**config.mk**
```make
export PLATFORM = sky130hd
export DESIGN_NAME = bus_arbiter
export DESIGN_NICKNAME = d
export VERILOG_FILES = /design/src/rtl/bus_arbiter.sv
export SDC_FILE = /design/constraint.sdc
export NUM_CORES = 1
export LEC_CHECK = 0
export ABC_AREA = 1
export CAP_MARGIN = 10
export CORE_MARGIN = 2
export CORE_UTILIZATION = 28
export DETAILED_ROUTE_END_ITERATION = 10
export GPL_ROUTABILITY_DRIVEN = 0
export PLACE_DENSITY = 0.75
export RECOVER_POWER = 50
export SYNTH_ARGS = -nofsm -noshare
export SYNTH_HDL_FRONTEND = slang
export SYNTH_SLANG_ARGS = --single-unit
```
**constraint.sdc**
```tcl
create_clock -name clk -period 1.4 [get_ports clk]
set_input_delay 0.35 -clock clk [delete_from_list [all_inputs] [get_ports clk]]
set_output_delay 0.35 -clock clk [all_outputs]
set_load 0.02 [all_outputs]
```
**src/rtl/bus_arbiter.sv**
```systemverilog
// bus_arbiter: single-port RAM arbiter between the CPU microcode path and a
// DMA loader/debug port. Every access takes one IDLE arbitration cycle plus
// one grant cycle. CPU wins ties unless DMA has been starved STARVE_MAX times.
module bus_arbiter #(
    parameter int unsigned STARVE_MAX = 4
) (
    input  logic        clk,
    input  logic        reset,
    input  logic        cpu_req,
    input  logic        cpu_we,
    input  logic [11:0] cpu_addr,
    output logic        cpu_gnt,
    output logic        cpu_stall,
    input  logic        dma_req,
    input  logic        dma_we,
    input  logic [11:0] dma_addr,
    input  logic [3:0]  dma_wdata,
    output logic        dma_gnt,
    output logic [3:0]  dma_rdata,
    output logic        dma_rvalid,
    input  logic [3:0]  bus_data,
    output logic        ram_cs,
    output logic        ram_we,
    output logic [11:0] ram_addr,
    output logic        oe_dma
);

    localparam logic [1:0] IDLE    = 2'd0;
    localparam logic [1:0] CPU_ACC = 2'd1;
    localparam logic [1:0] DMA_ACC = 2'd2;

    localparam logic [3:0] STARVE_LIM = 4'(STARVE_MAX);

    logic [1:0] state;
    logic [1:0] next_state;
    logic [3:0] starve_cnt;
    logic       dma_rd_done;

    // dma_wdata reaches the bus through the external driver gated by oe_dma
    logic unused_wdata;
    assign unused_wdata = ^dma_wdata;

    assign dma_rd_done = (state == DMA_ACC) && !dma_we;

    // Arbitration: requests are only sampled in IDLE; grant states last one cycle
    always_comb begin
        next_state = IDLE;
        case (state)
            IDLE: begin
                if (cpu_req && dma_req)
                    next_state = (starve_cnt == STARVE_LIM) ? DMA_ACC : CPU_ACC;
                else if (cpu_req)
                    next_state = CPU_ACC;
                else if (dma_req)
                    next_state = DMA_ACC;
                else
                    next_state = IDLE;
            end
            default: next_state = IDLE;
        endcase
    end

    // State register
    always_ff @(posedge clk) begin
        if (!reset)
            state <= IDLE;
        else
            state <= next_state;
    end

    // Count CPU grants taken while DMA waits; cleared once DMA is served or idle
    always_ff @(posedge clk) begin
        if (!reset)
            starve_cnt <= '0;
        else if (!dma_req)
            starve_cnt <= '0;
        else if (state == IDLE && next_state == DMA_ACC)
            starve_cnt <= '0;
        else if (state == IDLE && next_state == CPU_ACC && starve_cnt != STARVE_LIM)
            starve_cnt <= starve_cnt + 4'd1;
    end

    // Capture the bus nibble at the end of a DMA read grant
    always_ff @(posedge clk) begin
        if (!reset) begin
            dma_rdata  <= '0;
            dma_rvalid <= 1'b0;
        end else begin
            dma_rvalid <= dma_rd_done;
            if (dma_rd_done)
                dma_rdata <= bus_data;
        end
    end

    // Decode RAM control and grants from the current state
    always_comb begin
        cpu_gnt  = 1'b0;
        dma_gnt  = 1'b0;
        ram_cs   = 1'b0;
        ram_we   = 1'b0;
        ram_addr = '0;
        oe_dma   = 1'b0;
        case (state)
            CPU_ACC: begin
                cpu_gnt  = 1'b1;
                ram_cs   = 1'b1;
                ram_we   = cpu_we;
                ram_addr = cpu_addr;
            end
            DMA_ACC: begin
                dma_gnt  = 1'b1;
                ram_cs   = 1'b1;
                ram_we   = dma_we;
                ram_addr = dma_addr;
                oe_dma   = dma_we;
            end
            default: ;
        endcase
    end

    assign cpu_stall = cpu_req && !cpu_gnt;

endmodule

```
==> metrics <==
PwrDens=530 nW/um^2; Clock Skew=~3.2 ps; commonest non-fill, non-tap cell in the layout=clkdlybuf4s50_1; vias in the first global route=900; core area=2450 sq um; Hold Crit Depth=2; syn nets=160; Req. time, crit path=between 1000 and 1500 ps; DRT iter0 DRCs=9; row count=18; RSZ-0062 raised after global routing=yes; DR WL met2=~1300 microns; Tcrit/Tclk final=124%; P&R area growth vs syn=141%; DRC=0; initial core utilization=about 30%; post-DR wirelength/cell=around 12 microns; Clock transition at path regs=70 ps; Cells after Synth=117; main combinational cell family by area after synthesis=simple AND/OR/NAND/NOR gates; Avg Inst Size Synth=6.14 sq um; area post-placement=~1500 sq um; clock tree from TritonCTS=done; mux cell area share after synthesis=0%; Die Y-Extent=around 55 microns; max-slew violations=0; IO Port Bufs=56; CP Data Arrival Time=1390 ps; worst skew pair latency=~270 ps; Yosys cell types=16; fill cell count=roughly 210; H-tree levels=1; fin area=~1700 sq um; compound-gate portion of the synthesized area=around 15%; crit path launch type=flip-flop; layout cell share with drive strength beyond 1=between 30% and 40%; CP Class=flip-flop to primary output; Worst-Margin Slew=218 ps; Reg2Reg Setup Slack=~100 ps; DIE AREA=2990 sq um; initial antenna violation count=0; worst setup margin=-336 ps; IO Pins=61; GRT overflow=0; met3 wire length=364 microns; VDD IR max=about 0.48 mV; Synth Area in XOR/XNOR=1.22%; Root Driver=clkbuf_4; Worst Hold End=starve_cnt[3]; Fin Hold WS=approximately 480 ps; status=finished with violations; CP Capture Type=primary output; via count=976; max-cap viol count=0; worst hold path type=flip-flop to flip-flop; placed insts=206; first-pass GRT wire length=approximately 4000 microns; hold wc startpoint=starve_cnt[3]; Final HPWL DP=1940 microns; top routing layer in use=met4; largest net degree at the start of global routing=14; register area share after synthesis=a little under a third; critical path fanouts, max=6; power after layout=0.917 mW; ant diodes=0; final-report setup violation count=18; DRT antenna net count=0; synthesized area=between 700 and 800 sq um; vias per cell=roughly 4.5; Chip Width=about 55 microns; area share of fa/ha/maj cells after synthesis=8.71%; Detailed Routing Iterations Pass 1=4; Bufs on Longest Clock Path=2; final-report hold violation count=0; Fmax achieved=around 0.58 GHz; final WL=~2700 microns; Ys Warns=0; Leak=about 0.74 nW; most frequent cells in the layout=32 x clkdlybuf4s50_1, 31 x nand2_1, 21 x buf_6, 12 x inv_1, 12 x a21oi_4; TritonCTS buffer count=3; GRT Total Usage=19.0%; M1 wire length=1010 microns; final critical-path required period=about 1700 ps; Synth Area in Simple Gates=34.0%; Critical R2R Capture=dma_rdata[0]; failing checks=setup timing; CTS Sinks=11; worst r2r src=state[1]; Non-Filler Instances=about 220; R2R depth=8; fin nets=between 200 and 250; Worst slew margin=between 80% and 90%; FF+latch count, synth=11
cell type report:
class / count / area [sq um] / share of cell area, %
Timing Repair Buffer: 71 / 721 / 41.6
Sequential cell: 11 / 225 / 13.0
Tap cell: 30 / 37.5 / 2.17
Clock buffer: 4 / 26.3 / 1.52
Inverter: 16 / 70.1 / 4.05
Multi-Input combinational cell: 87 / 651 / 37.6
stage by stage:
| stage | TNS, ps | utilization (%) | setup slack [ps] |
|---|---|---|---|
| 2_1_floorplan | -964 | - | -76.1 |
| 3_3_place_gp | -9810 | 61.8 | -615 |
| 3_5_place_dp | -10280 | 61.8 | -625 |
| 4_1_cts | -4510 | 67.8 | -312 |
| 5_1_grt | -5760 | 70.5 | -387 |
| 6_report | -4730 | 70.5 | -336 |
worst max path at each step:
| stage | startpoint | endpoint | slack [ps] | cells after the start |
|---|---|---|---|---|
| detailed placement | dma_we | ram_we | -620 | 4 |
| CTS | state[1] | ram_addr[2] | -310 | 6 |
| global placement | cpu_addr[10] | ram_addr[10] | -620 | 4 |
| finish | state[0] | ram_addr[11] | -340 | 6 |
| global route | state[0] | ram_addr[0] | -390 | 6 |
| floorplan | state[0] | ram_addr[0] | -80 | 5 |
power breakdown:
part	switching [mW]	internal, mW	total [mW]
Sequential	0.00731	0.321	0.328
Clock	0.104	0.111	0.215
Combinational	0.175	0.199	0.374
logic make-up (layout without fill, tap and decap cells):
logic type | Yosys count | after routing
and+or+nand+nor | 60 | 60
buffers and inverters | 19 | 91
xor gates and xnor gates | 1 | 1
adders and majority gates | 5 | 5
AOI/OAI and AO/OA | 21 | 21
DFF | 11 | 11
cells in the mapped netlist:
master    instances  share of area, %
a21oi_1          16                11
a21oi_2           1               1.2
buf_2             2               1.4
clkbuf_1          1              0.52
dfxtp_1          11                31
ha_1              5               8.7
inv_1            16               8.4
nand2_1          42                22
nand2_2           1              0.87
nand3_1           2               1.4
nand3_2           1               1.4
nand4_1           2               1.7
nor2_1           11               5.7
nor2_2            1              0.87
o21ai_0           4               2.8
xor2_1            1               1.2
metal layers:
layer | global-route usage (%) | up-vias
met5 | 0 | -
met4 | 10.8 | 0
met3 | 4.92 | 5
met2 | 33.3 | 54
met1 | 20.3 | 409
li1 | - | 508
state kept, by name, summed over array words and instances (netlist names):
register    flops
dma_rdata       4
dma_rvalid      1
starve_cnt      4
state           2
critical path: stages (launching register included):
cell and delay, ps:
dfxtp_4 360, inv_4 70, ha_4 180, buf_6 140, nand2_1 90, a21oi_4 130
buf_6 130
repair_timing:
action	in CTS	in global routing
buffers inserted	7	2
hold buffers	0	0
pin swaps	3	8
gates resized for setup	130	15
setup endpoints to repair	23	18
No activity file was read; power rests on OpenSTA's default activity.
==> patch, RTL diff (config.mk and constraints unchanged) <==
Make the reset (`reset`) asynchronous in 3 clocked blocks.
--- a/src/rtl/bus_arbiter.sv
+++ b/src/rtl/bus_arbiter.sv
@@ -61,7 +61,7 @@
     end
 
     // State register
-    always_ff @(posedge clk) begin
+    always_ff @(posedge clk or negedge reset) begin
         if (!reset)
             state <= IDLE;
         else
@@ -69,7 +69,7 @@
     end
 
     // Count CPU grants taken while DMA waits; cleared once DMA is served or idle
-    always_ff @(posedge clk) begin
+    always_ff @(posedge clk or negedge reset) begin
         if (!reset)
             starve_cnt <= '0;
         else if (!dma_req)
@@ -81,7 +81,7 @@
     end
 
     // Capture the bus nibble at the end of a DMA read grant
-    always_ff @(posedge clk) begin
+    always_ff @(posedge clk or negedge reset) begin
         if (!reset) begin
             dma_rdata  <= '0;
             dma_rvalid <= 1'b0;
Behaviour: differs if reset is asserted again (counterexample within 4 cycles, from zero or initial values and one cycle with reset low); with reset held inactive, the same outputs for 10 cycles.
==> patch against the original RTL <==
  * The flow still finishes with violations (negative setup slack)
  * Maximum frequency is 2.6% lower
  * Routed wire length is 3.8% higher
  * Sequential cell count stayed put
  * Power is 37% higher
  * Critical path depth stayed put
  * Design area is 4.0% higher
  * First-iteration DRC count grew to 3.1 times the old value
  * Clock skew hardly changed
  * Worst setup slack worse by 46 ps
  * Synthesized area is 4.5% higher
  * Largest power group unchanged
  * Highest routed layer unchanged
==> patch: results (changes against the original RTL) <==
* Synth top area cells: dfrtp_1 37%, nand2_1 28%, a21oi_1 8.7%
* Dpl cells at 208 (+0.97%)
* Top FF cell, synth: dfrtp_1
* Worst Skew at 2.82 ps (-0.341 ps)
* DR WL/cell at 12.9 um (+5.2%)
* Worst-margin pin slew at 474 ps (+256 ps)
* Synth top area share at 0.367 (+0.0600)
* Bufs w/o clock at 70 (-1.4%)
* Reg2reg start: state[1]
* Worst Setup Slack, final at -381 ps (-45.7 ps)
* Setup Viol. Count Final at 22 (+4)
* Sequential area share after synthesis at 0.367 (+0.0600)
* Clock group at 0.198 mW (-8%)
* M2 GR Usage at 0.318 (-0.0153)
* Psw at 0.452 mW (+58%)
* WL met1 at 1100 um (+8.5%)
* Syn Nets at 158 (-1.3%)
* Min-delay src: dma_rdata[2]
* Status: finished with violations
* Violated checks: negative setup slack
* Wire length on met3 at 194 um (-47%)
* Most instantiated cells after synthesis: 56 x nand2_1, 14 x inv_1, 13 x a21oi_1
* Syn_area_per_cell at 6.53 um2 (+6.3%)
* Multi-input combinational area share at 0.364 (-0.0119)
* Global-route wire length before repair at 4270 um (+7.3%)
* Placed Area at 0.00160 mm2 (+5.4%)
* Worst Path Arrival at 1430 ps (+40 ps)
* Hold Slack at 480 ps (-1.64 ps)
[patch: worst max-delay path by stage]
stage | startpoint | end | slack [ps] | cells after the start
after floorplan | state[0] | ram_addr[0] | -220 | 5
after global placement | state[1] | ram_addr[9] | -670 | 5
after detailed placement | state[1] | ram_addr[3] | -720 | 5
after CTS | state[1] | ram_addr[3] | -370 | 6
after global routing | state[1] | ram_addr[3] | -440 | 6
final | state[1] | ram_addr[0] | -380 | 6
[patch: repair_timing]
item / in CTS / in global routing
buffers inserted: 2 / 2
pin swaps: 0 / 7
setup endpoints to repair: 27 / 22
hold endpoints to repair: 0 / 0
resized for setup: 118 / 37
[patch: worst max-delay path, cell delays in order, from the launching register on]
cell     delay (ps)
dfrtp_1         390
inv_2           110
ha_4            170
buf_12          140
nand2_2          80
a21oi_4         160
buf_6           130
[patch: through the flow]
step / util / setup WS [ps]
floorplan: - / -219
global placement: 0.640 / -672
detailed placement: 0.640 / -719
CTS: 0.671 / -368
global route: 0.720 / -438
finish: 0.720 / -381
